## src/rtl/pfpu_wbcollect.sv

```systemverilog
// pfpu_wbcollect: write-back collector for the PFPU ALU units.
// A delay line of LAT_MAX slots tracks which destination register each
// issued instruction will retire into. When the head slot lines up with the
// ALU valid strobe, the result is written to the register file one cycle later.
// Optional error detection (slot collision, illegal latency, orphan result)
// is compiled in only when PFPU_WBCOLLECT_ERR_EN is defined; otherwise both
// error flags are tied low.
module pfpu_wbcollect #(
  parameter int LAT_MAX = 7,
  parameter int REG_AW  = 7
) (
  input  logic              sys_clk,
  input  logic              sys_rst_n,
  input  logic              alu_rst,
  input  logic              issue,
  input  logic [REG_AW-1:0] issue_dst,
  input  logic [2:0]        issue_lat,
  input  logic              alu_valid,
  input  logic [31:0]       alu_r,
  output logic              wb_en,
  output logic [REG_AW-1:0] wb_addr,
  output logic [31:0]       wb_dat,
  output logic [3:0]        pending,
  output logic              idle,
  output logic              err_collision,
  output logic              err_orphan
);

  // delay line: slot 0 is the head that lines up with alu_valid
  logic [LAT_MAX-1:0]             vld_pipe, vld_sh, vld_nxt;
  logic [LAT_MAX-1:0][REG_AW-1:0] dst_pipe, dst_sh, dst_nxt;
  logic                           lat_ok;
  logic                           retire;
  logic [3:0]                     cnt_nxt;

  assign lat_ok = (issue_lat != 3'd0) && (32'(issue_lat) <= LAT_MAX);
  assign retire = vld_pipe[0] & alu_valid;

  // shift every slot one step toward the head; the top slot fills empty
  always_comb begin
    vld_sh = '0;
    dst_sh = '0;
    for (int i = 0; i < LAT_MAX - 1; i++) begin
      vld_sh[i] = vld_pipe[i+1];
      dst_sh[i] = dst_pipe[i+1];
    end
  end

  // overlay a legal issue on slot lat-1; the new issue always wins
  always_comb begin
    vld_nxt = vld_sh;
    dst_nxt = dst_sh;
    if (issue && lat_ok) begin
      for (int i = 0; i < LAT_MAX; i++) begin
        if (32'(issue_lat) == 32'(i + 1)) begin
          vld_nxt[i] = 1'b1;
          dst_nxt[i] = issue_dst;
        end
      end
    end
  end

  // pending tracks the number of occupied slots after this edge, saturating
  always_comb begin
    cnt_nxt = 4'd0;
    for (int i = 0; i < LAT_MAX; i++) begin
      if (vld_nxt[i] && (cnt_nxt != 4'd15)) cnt_nxt = cnt_nxt + 4'd1;
    end
  end

  // delay line, occupancy count and write-back port state
  always_ff @(posedge sys_clk or negedge sys_rst_n) begin
    if (!sys_rst_n) begin
      vld_pipe <= '0;
      dst_pipe <= '0;
      pending  <= 4'd0;
      wb_en    <= 1'b0;
      wb_addr  <= '0;
      wb_dat   <= 32'd0;
    end else if (alu_rst) begin
      vld_pipe <= '0;
      dst_pipe <= '0;
      pending  <= 4'd0;
      wb_en    <= 1'b0;
      wb_addr  <= '0;
      wb_dat   <= 32'd0;
    end else begin
      vld_pipe <= vld_nxt;
      dst_pipe <= dst_nxt;
      pending  <= cnt_nxt;
      wb_en    <= retire;
      if (retire) begin
        wb_addr <= dst_pipe[0];
        wb_dat  <= alu_r;
      end
    end
  end

  assign idle = (pending == 4'd0) && !wb_en;

`ifdef PFPU_WBCOLLECT_ERR_EN
  logic collide;

  // a legal issue collides when the entry shifting into its slot is live
  always_comb begin
    collide = 1'b0;
    if (issue && lat_ok) begin
      for (int i = 0; i < LAT_MAX; i++) begin
        if (32'(issue_lat) == 32'(i + 1)) collide = vld_sh[i];
      end
    end
  end

  // sticky error flags, cleared only by either reset
  always_ff @(posedge sys_clk or negedge sys_rst_n) begin
    if (!sys_rst_n) begin
      err_collision <= 1'b0;
      err_orphan    <= 1'b0;
    end else if (alu_rst) begin
      err_collision <= 1'b0;
      err_orphan    <= 1'b0;
    end else begin
      if (collide || (issue && !lat_ok)) err_collision <= 1'b1;
      if (alu_valid && !vld_pipe[0])     err_orphan    <= 1'b1;
    end
  end
`else
  assign err_collision = 1'b0;
  assign err_orphan    = 1'b0;
`endif

endmodule

```

## config.mk

```make
export PLATFORM = sky130hd
export DESIGN_NAME = pfpu_wbcollect
export DESIGN_NICKNAME = d
export VERILOG_FILES = /design/src/rtl/pfpu_wbcollect.sv
export SDC_FILE = /design/constraint.sdc
export NUM_CORES = 1
export LEC_CHECK = 0
export CELL_PAD_IN_SITES_DETAIL_PLACEMENT = 2
export CELL_PAD_IN_SITES_GLOBAL_PLACEMENT = 2
export CORE_MARGIN = 1
export CORE_UTILIZATION = 33
export DETAILED_ROUTE_END_ITERATION = 6
export PLACE_DENSITY_LB_ADDON = 0.08
export SYNTH_ARGS = -nofsm -noshare
export SYNTH_HDL_FRONTEND = slang
export SYNTH_SLANG_ARGS = --single-unit
```

## constraint.sdc

```tcl
create_clock -name sys_clk -period 4.7 [get_ports sys_clk]
set_clock_uncertainty 0.15 [all_clocks]
set_input_delay 1.41 -clock sys_clk [delete_from_list [all_inputs] [get_ports sys_clk]]
set_output_delay 1.41 -clock sys_clk [all_outputs]
set_load 0.01 [all_outputs]
```

# == After elaboration in Yosys (flattened, before gate mapping) ==
# Index checks and enable logic that the tools add are counted.
# word_totals
regBits,100
inputBits,47
output_inout_bits,47
# op_classes
n_addsub,6
n_eq_ne,13
muxes,31
bitwise_logic,1
reduce_logical,12
# ops
operator,n
two-way mux 49 bit,2
two-way mux 7 bit,11
two-way mux 32 bit,2
two-way mux 4 bit,7
"adder 4 x 1 -> 4 bit, second input constant",6
"inequality test 4 bit, second input constant",6
"equality test 3 bit, second input constant",4
two-way mux 1 bit,9
logical AND 1 bit,8
"equality test 3 x 2 -> 1 bit, second input constant",2
logical NOT 4 bit,1
"equality test 3 x 1 -> 1 bit, second input constant",1
nonzero test 3 bit,1
nonzero test 2 bit,1
bitwise AND 1 bit,1
logical NOT 1 bit,1

# == Depth between registers and ports, before layout ==
# Gate-level depths: netlist of the first run.
# depth
depth_word,23
ltp_mapped,25

# == Worst setup path before layout of the first run ==
# OpenSTA, ideal clock, no wires.
# synth_path
path_kind,input-to-reg
start,in issue_lat[2]
end,reg pending[0]
arrival_ns,5.592
setup_slack_ns,-1.122
stages,25
n_path_buf,2
path_cell_list,buf_4 -> nor4bb_1 -> clkbuf_1 -> nor2_1 -> inv_1 -> ha_1 -> inv_1 -> a21oi_1 -> a21oi_1 -> ha_1 -> a21oi_1 -> a31oi_1 -> ha_1 -> nand2_1 -> nand2_1 -> ha_1 -> nand3b_1 -> nor4_4 -> o21a_1 -> or2_2 -> ha_1 -> inv_1 -> nor2_1 -> a31oi_1 -> mux2i_1
# synth_via
elab_chain_cells,23
word_cells_on_any_way,43
cone_classes,6 x add/sub; 13 x eq/ne; 16 x mux; 8 x reduce/logical
# synth_rtl
element,line,source
start: declaration,17,"input logic [2:0] issue_lat,"
equality test 3 x 1 -> 1 bit or nonzero test 3 bit (tied branches),"55, 36",
two-way mux 1 bit or logical AND 1 bit (tied branches),"55, 53",
two-way mux 7 bit (*),53,if (issue && lat_ok) begin
"parallel branches: the longest is 18 deep, another holds adder 4 x 1 -> 4 bit",n/a,
two-way mux 4 bit (*),67,if (vld_nxt[i] && (cnt_nxt != 4'd15)) cnt_nxt = cnt_nxt + 4'd1;
two-way mux 4 bit (*),80,end else if (alu_rst) begin
end signal: assignment,90,pending <= cnt_nxt;
end: declaration,23,"output logic [3:0] pending,"
# Every way passes the cells marked *.
# A chain may end at the register's enable or synchronous reset.

# == Worst setup path in the final report of the first run ==
# layout_path
start,in issue_lat[0]
end,reg pending[1]
# The elaborated chain is that of the path after synthesis.

==> reports/summary.txt, run 1 <==
status: complete, but fails checks
failing checks: setup timing
Cells after Synth: 402
Clock Tree Root: clkbuf_16
worst-path cell chain: buf_8 -> nor4bb_4 -> buf_4 -> nor2_4 -> inv_2 -> ha_4 -> inv_4 -> a21oi_4 -> a21oi_2 -> ha_1 -> a21oi_2 -> a31oi_1 -> ha_1 -> nand2_2 -> nand2_2 -> ha_4 -> buf_4 -> buf_4 -> o21ai_0 -> xnor3_1 -> mux2i_1 -> nor2_4 -> a31oi_4 -> mux2i_1
DRC viols: 0
Top Ports: 94
Die X: 118.9 um
grt total ovfl: 0
DP Area: 5963 um2
Reg clk slew, reported paths: 0.06 ns
Core Util, Final: 49.47%
CP Launch Type: input port
commonest non-fill, non-tap cell in the layout: dfrtp_1
mean post-synth cell area: 11.22 um2
later-pin clock latency in the skew report: 0.35 ns
Synth Warn #: 0
crit path max fanout: 3
f_max: 0.1990 GHz
FFs w/ async S/R, synth: 100.0%
clock buffer depth: 2
crit-path leading delay family: adder cells
1st-pass router iterations: 6
largest net degree at the start of global routing: 58
Power Density: 307.4 nW/um2
cts bufs inserted: 9
Max-cap violations: 0
Worst EP required: 4.81 ns
ys flop type: dfrtp_1
Seq/Total Area, Yosys: 55.49%
Yosys reg bits: 100
Core Footprint: 13300 um2
setup TNS: -1.113 ns
Max Slew Vio Count: 0
drt first-iter violations: 139
Buf+Inv Stages, Crit Path: 6
GPL Wtd Cong: 0.7861
worst rel slew slack: 47.87%
diode count: 0
first-pass GRT wire length: 23.32 mm
Die Footprint: 14140 um2
Leak Pwr: 2.932 nW
Routed Antenna Nets: 0
initial antenna violation count: 0
Final WS setup: -0.3240 ns
share of cells above drive strength 1: 25.00%
Fin. Hold Viols: 0
dpl cells: 689
via count of the first global-routing pass: 4227
final std cells w/o fill: 724
synthesized cell area: 4509 um2
Avg WL per Cell: 19.72 um
H-tree levels: 3
Starting Density: 33.92%
vias post-DR: 3711
Routed WL: 14.28 mm
Finish-stage setup viols: 4
height of the die: 118.9 um
met3 usage in global routing: 4.693%
nets@finish: 600
CP Capture Type: flop
most frequent cells in the layout: 100 x dfrtp_1, 85 x clkdlybuf4s50_1, 69 x buf_4
unrepaired setup endpoints after global routing: yes
number of synthesized flops with an enable pin: 0
TritonCTS clock tree: done
clock sink count: 100
GRT Total Usage: 21.47%
highest-delay cell along the critical path: ha_1
Synth cell types: 59
post-DP HPWL: 9.777 mm
maximum vdd drop: 0.1570 mV
met1 usage: 26.33%
crit path kind: in -> reg
Area growth syn-to-layout: 45.87%
Top cell by count, worst path: buf_4
I/O Buffers: 91
Via-to-Cell Ratio: 5.126
Worst-Margin Slew: 0.7819 ns
gr busiest metal: met2
slowest stage delay, CP: 0.33 ns
final worst-path cycle share: 106.9%
fin area: 6578 um2
Hold Crit Class: reg -> reg
met2 Resource Use GR: 37.61%
Core Rows: 42
Worst EP arrival: 5.14 ns
fin crit period: 5.024 ns
-- synth_stat cells, drive strengths merged, types with 4 or more instances --
master  count  area [um2]
dfrtp     100        2502
nand2      64       240.2
a22o       40       350.3
a21oi      34       170.2
nor2       29       108.9
clkbuf     19       75.07
mux2i      18       180.2
buf        11       87.57
and2        8       50.05
ha          8       100.1
inv         8       30.03
o21ai       4       23.77
-- layout make-up --
type / instances / area, um2
clock buffers: 9 / 225.2
clock inverters: 5 / 110.1
fillers: 1318 / 6718
inverters: 8 / 35.03
multi-input cells: 265 / 2036
flip-flops and latches: 100 / 2502
well taps: 176 / 220.2
repair buffers: 161 / 1449
-- worst reg2reg max path, delay by kind of cell (launching register included) --
kind | cells | cell delay (ns)
fa+ha+maj | 4 | 1.12
compound gates | 6 | 0.69
mux | 2 | 0.54
flops | 1 | 0.41
simple gates | 4 | 0.35
buf+inv | 4 | 0.35
xor+xnor | 1 | 0.31
-- through the flow --
step | hold WS, ns | setup WS, ns | power [mW]
floorplan | 0.2989 | -0.5144 | 1.021
CTS | 0.3280 | -0.4550 | 2.048
global route | 0.3542 | -0.5178 | 2.103
detailed placement | 0.3109 | -1.191 | 1.158
global placement | 0.3031 | -0.8825 | 1.145
finish | 0.3261 | -0.3240 | 2.022
-- routing by layer --
metal,vias up,share of wire [%]
li1,1695,-
met1,1903,43
met2,94,51
met3,19,3.9
met4,0,2.0
met5,-,0
-- kinds of logic after synthesis --
| logic type | count (synthesis) | synth area share [%] |
|---|---|---|
| flip-flops | 100 | 55.49 |
| AO/OA/AOI/OAI | 101 | 17.23 |
| XOR/XNOR | 5 | 1.609 |
| adder cells (fa/ha/maj) | 8 | 2.220 |
| buffers and inverters | 38 | 4.273 |
| other | 1 | 0.08316 |
| AND/OR/NAND/NOR | 129 | 14.60 |
| multiplexers | 20 | 4.495 |
-- state kept, by name, summed over array words and instances, names as in the netlist --
name      cells
pending       4
vld_pipe      7
wb_dat       32
dst_pipe     49
wb_addr       7
wb_en         1
-- where the power goes --
part / switching, mW / internal (mW)
sequential: 0.00767 / 0.875
combinational: 0.146 / 0.144
clock: 0.328 / 0.520
total: 0.482 / 1.54
-- repair_timing --
item,CTS,global route
resized for setup,43,3
pin swaps,19,12
setup endpoints to repair,4,4
cloned,0,0
setup buffers,17,6
hold buffers,0,0
-- worst paths after layout --
kind	start	slack [ns]	cells past startpoint	end
max in group asynchronous	sys_rst_n	2.57	2	wb_dat[21]$_DFFE_PN0P_
setup reg to reg	vld_pipe[1]$_DFF_PN0_	0.68	21	pending[1]$_DFF_PN0_
hold reg to reg	dst_pipe[3]$_DFF_PN0_	0.33	1	wb_addr[3]$_DFFE_PN0P_
hold / removal	dst_pipe[3]$_DFF_PN0_	0.33	1	wb_addr[3]$_DFFE_PN0P_
min in group asynchronous	sys_rst_n	0.96	1	wb_dat[14]$_DFFE_PN0P_
setup / recovery	issue_lat[0]	-0.32	24	pending[1]$_DFF_PN0_
(Power assumes the default switching activity.)
==> inputs of run 2 (changes only) <==
--- a/config.mk
+++ b/config.mk
@@ -10,6 +10,7 @@
 export CORE_MARGIN = 1
 export CORE_UTILIZATION = 33
 export DETAILED_ROUTE_END_ITERATION = 6
+export HOLD_SLACK_MARGIN = 0.12
 export PLACE_DENSITY_LB_ADDON = 0.08
 export SYNTH_ARGS = -nofsm -noshare
 export SYNTH_HDL_FRONTEND = slang
==> results of run 2 <==
Final layout, timing and power as in run 1 (identical DEF).
==> inputs of run 3 (changes only) <==
--- a/config.mk
+++ b/config.mk
@@ -5,6 +5,7 @@
 export SDC_FILE = /design/constraint.sdc
 export NUM_CORES = 1
 export LEC_CHECK = 0
+export ABC_AREA = 0
 export CELL_PAD_IN_SITES_DETAIL_PLACEMENT = 2
 export CELL_PAD_IN_SITES_GLOBAL_PLACEMENT = 2
 export CORE_MARGIN = 1
==> constraint.sdc (replaced) <==
create_clock -name sys_clk -period 5.6 [get_ports sys_clk]
set_clock_uncertainty 0.15 [all_clocks]
set_input_delay 1.68 -clock sys_clk [delete_from_list [all_inputs] [get_ports sys_clk]]
set_output_delay 1.68 -clock sys_clk [all_outputs]
set_load 0.01 [all_outputs]
==> run 3 against run 2 <==
Compared with the run above: the run now ends clean; utilization down 1.6 points; worst setup slack improved by 0.49 ns; critical endpoint is now pending[2]$_DFF_PN0_; global-route usage down 1.7 points; via count fell by 2.5%; sequential share of layout area is 1.2 points higher.
==> reports/summary.txt, run 3 (synthesis gave the netlist of run 1 again) <==
CP Launch Type: input port (unchanged)
combinational share of power: 14.4% (about the same)
Avg WL per Cell: 18.64 um (was 19.72 um)
I/O Buffers: 91 (unchanged)
highest-delay cell along the critical path: nor4bb_4 (was ha_1)
Power Density: 251.1 nW/um2 (was 307.4 nW/um2)
Starting Density: 33.92% (unchanged)
Worst EP arrival: 5.54 ns (was 5.14 ns)
dpl cells: 682 (was 689)
diode count: 0 (unchanged)
Area growth syn-to-layout: 41.29% (was 45.87%)
fin crit period: 5.436 ns
GRT Total Usage: 19.82% (was 21.47%)
CP Capture Type: flop (unchanged)
Leak Pwr: 2.838 nW (was 2.932 nW)
1st-pass router iterations: 4 (was 6)
Top Ports: 94 (unchanged)
Clock Tree Root: clkbuf_16 (unchanged)
worst rel slew slack: 30.09% (was 47.87%)
Via-to-Cell Ratio: 5.066 (was 5.126)
r2r setup slk: 1.44 ns (was 0.68 ns)
Routed WL: 13.31 mm (was 14.28 mm)
vias post-DR: 3617 (was 3711)
Routed Antenna Nets: 0 (unchanged)
largest net degree at the start of global routing: 82 (was 58)
DRC viols: 0 (unchanged)
hold depth: 1 (unchanged)
Die X: 118.9 um (unchanged)
via count of the first global-routing pass: 4016 (was 4227)
height of the die: 118.9 um (unchanged)
GPL Wtd Cong: 0.8283 (was 0.7861)
area taken by multi-input logic gates: 1992 um2 (was 2036 um2)
crit-path leading delay family: buffers and inverters (was adder cells)
share of total power in the clock network: 39.3% (was 42.0%)
nets@finish: 589 (was 600)
Critical R2R Capture: pending[2]$_DFF_PN0_ (was pending[1]$_DFF_PN0_)
Core Footprint: 13300 um2 (unchanged)
# hold bufs at CTS: 0 (unchanged)
H-tree levels: 3 (unchanged)
later-pin clock latency in the skew report: 0.35 ns (about the same)
sw frac: 25.28% (was 23.85%)
Reg power frac: 46.3% (was 43.7%)
first-pass GRT wire length: 21.58 mm (was 23.32 mm)
clock sink count: 100 (unchanged)
setup TNS: 0 ns (was -1.113 ns)
clock buffer depth: 2 (unchanged)
crit path max fanout: 4 (was 3)
hold worst-path end: wb_addr[0]$_DFFE_PN0P_ (was wb_addr[3]$_DFFE_PN0P_)
drt first-iter violations: 188 (was 139)
post-DP HPWL: 9.090 mm (was 9.777 mm)
Worst-Margin Slew: 1.049 ns (was 0.7819 ns)
Setup crit start: issue_lat[0] (unchanged)
pre-CTS setup slack: -0.6275 ns (was -1.191 ns)
Final WS setup: 0.1638 ns (was -0.3240 ns)
TritonCTS clock tree: done (unchanged)
commonest non-fill, non-tap cell in the layout: dfrtp_1 (unchanged)
grt total ovfl: 0 (unchanged)
slowest stage delay, CP: 0.36 ns (was 0.33 ns)
register area: 2502 um2 (unchanged)
Hold WS: 0.3265 ns (was 0.3261 ns)
f_max: 0.1840 GHz
fin area: 6371 um2 (was 6578 um2)
Buf+Inv Stages, Crit Path: 11 (was 6)
Reg clk slew, reported paths: 0.07 ns (was 0.06 ns)
final std cells w/o fill: 714 (was 724)
most frequent cells in the layout: 100 x dfrtp_1, 85 x clkdlybuf4s50_1, 62 x nand2_1 (was 100 x dfrtp_1, 85 x clkdlybuf4s50_1, 69 x buf_4)
DP Area: 5847 um2 (was 5963 um2)
Hold Crit Class: reg -> reg (unchanged)
Finish-stage setup viols: 0 (was 4)
Max Slew Vio Count: 0 (unchanged)
r2r worst-path depth: 23 (was 21)
Core Rows: 42 (unchanged)
cts bufs inserted: 9 (unchanged)
Largest register FFs: 49 (unchanged)
status: complete, no violations (was complete, but fails checks)
Worst EP required: 5.71 ns (was 4.81 ns)
maximum vdd drop: 0.1212 mV (was 0.1570 mV)
Top cell by count, worst path: buf_4 (unchanged)
final worst-path cycle share: 97.07%
fillers: 1335 (was 1318)
Die Footprint: 14140 um2 (unchanged)
crit path kind: in -> reg (unchanged)
initial antenna violation count: 0 (unchanged)
Max-cap violations: 0 (unchanged)
share of cells above drive strength 1: 22.68% (was 25.00%)
biggest regs: dst_pipe (49), wb_dat (32) (unchanged)
worst hold start: dst_pipe[0]$_DFF_PN0_ (was dst_pipe[3]$_DFF_PN0_)
Fin. Hold Viols: 0 (unchanged)
RR Startpoint: vld_pipe[1]$_DFF_PN0_ (unchanged)
Int Pwr: 1.195 mW (was 1.540 mW)
Net Switching: 0.4045 mW (was 0.4823 mW)
Reg with most FFs: dst_pipe (unchanged)
## run 3: what timing repair did
action / 4_1_cts / 5_1_grt
gates resized for setup: 24 / 23
setup endpoints to repair: 3 / 4
setup buffers: 16 / 4
pin swaps: 14 / 14
## run 3: metrics by stage
stage,power (mW),util [%]
6_report,1.600,47.92
5_1_grt,1.658,47.92
4_1_cts,1.611,47.33
3_5_place_dp,0.9617,43.98
3_3_place_gp,0.9531,43.98
2_1_floorplan,0.8478,-
## run 3: area by class of cell
class | instances | area share (%)
tap | 176 | 3.456
multi-input combinational | 265 | 31.26
inverter | 8 | 0.5106
clock buffer | 10 | 3.594
sequential | 100 | 39.28
clock inverter | 5 | 0.9427
timing repair buffer | 150 | 20.95
## run 3: metal layers
metal | GRT usage, % | vias up | wire [um]
met1 | 25.29 | 1843 | 5987
li1 | - | 1671 | -
met5 | 0 | - | 0
met4 | 7.358 | 0 | 243
met2 | 33.33 | 87 | 6505
met3 | 3.784 | 16 | 571
## run 3: power groups by stage
stage / combinational [mW] / sequential [mW] / clock [mW]
floorplan: 0.0921 / 0.756 / 0
global placement: 0.199 / 0.754 / 0
detailed placement: 0.207 / 0.755 / 0
CTS: 0.221 / 0.741 / 0.649
global route: 0.250 / 0.742 / 0.667
finish: 0.230 / 0.740 / 0.629
## run 3: worst reg2reg max path, stage by stage (launching register included)
cell and delay (ns):
dfrtp_1 0.39, nor2_4 0.12, inv_2 0.06, ha_4 0.30
inv_4 0.05, a21oi_4 0.13, a21oi_2 0.04, ha_1 0.30
a21oi_2 0.14, a31oi_1 0.06, ha_1 0.32, nand2_2 0.07
buf_6 0.13, buf_4 0.11, buf_4 0.12, buf_4 0.12
buf_4 0.12, buf_4 0.12, buf_4 0.13, mux2_4 0.28
o31ai_4 0.35, buf_4 0.19, nor3_4 0.04, a211oi_2 0.20
## run 3: worst max-delay path by stage
stage | slack, ns | to | cells after the start
after floorplan | 0.005 | pending[2]$_DFF_PN0_ | 25
after global placement | -0.32 | pending[0]$_DFF_PN0_ | 24
after detailed placement | -0.63 | pending[0]$_DFF_PN0_ | 24
after CTS | 0.007 | pending[2]$_DFF_PN0_ | 26
after global routing | -0.04 | pending[2]$_DFF_PN0_ | 25
final | 0.16 | pending[2]$_DFF_PN0_ | 25
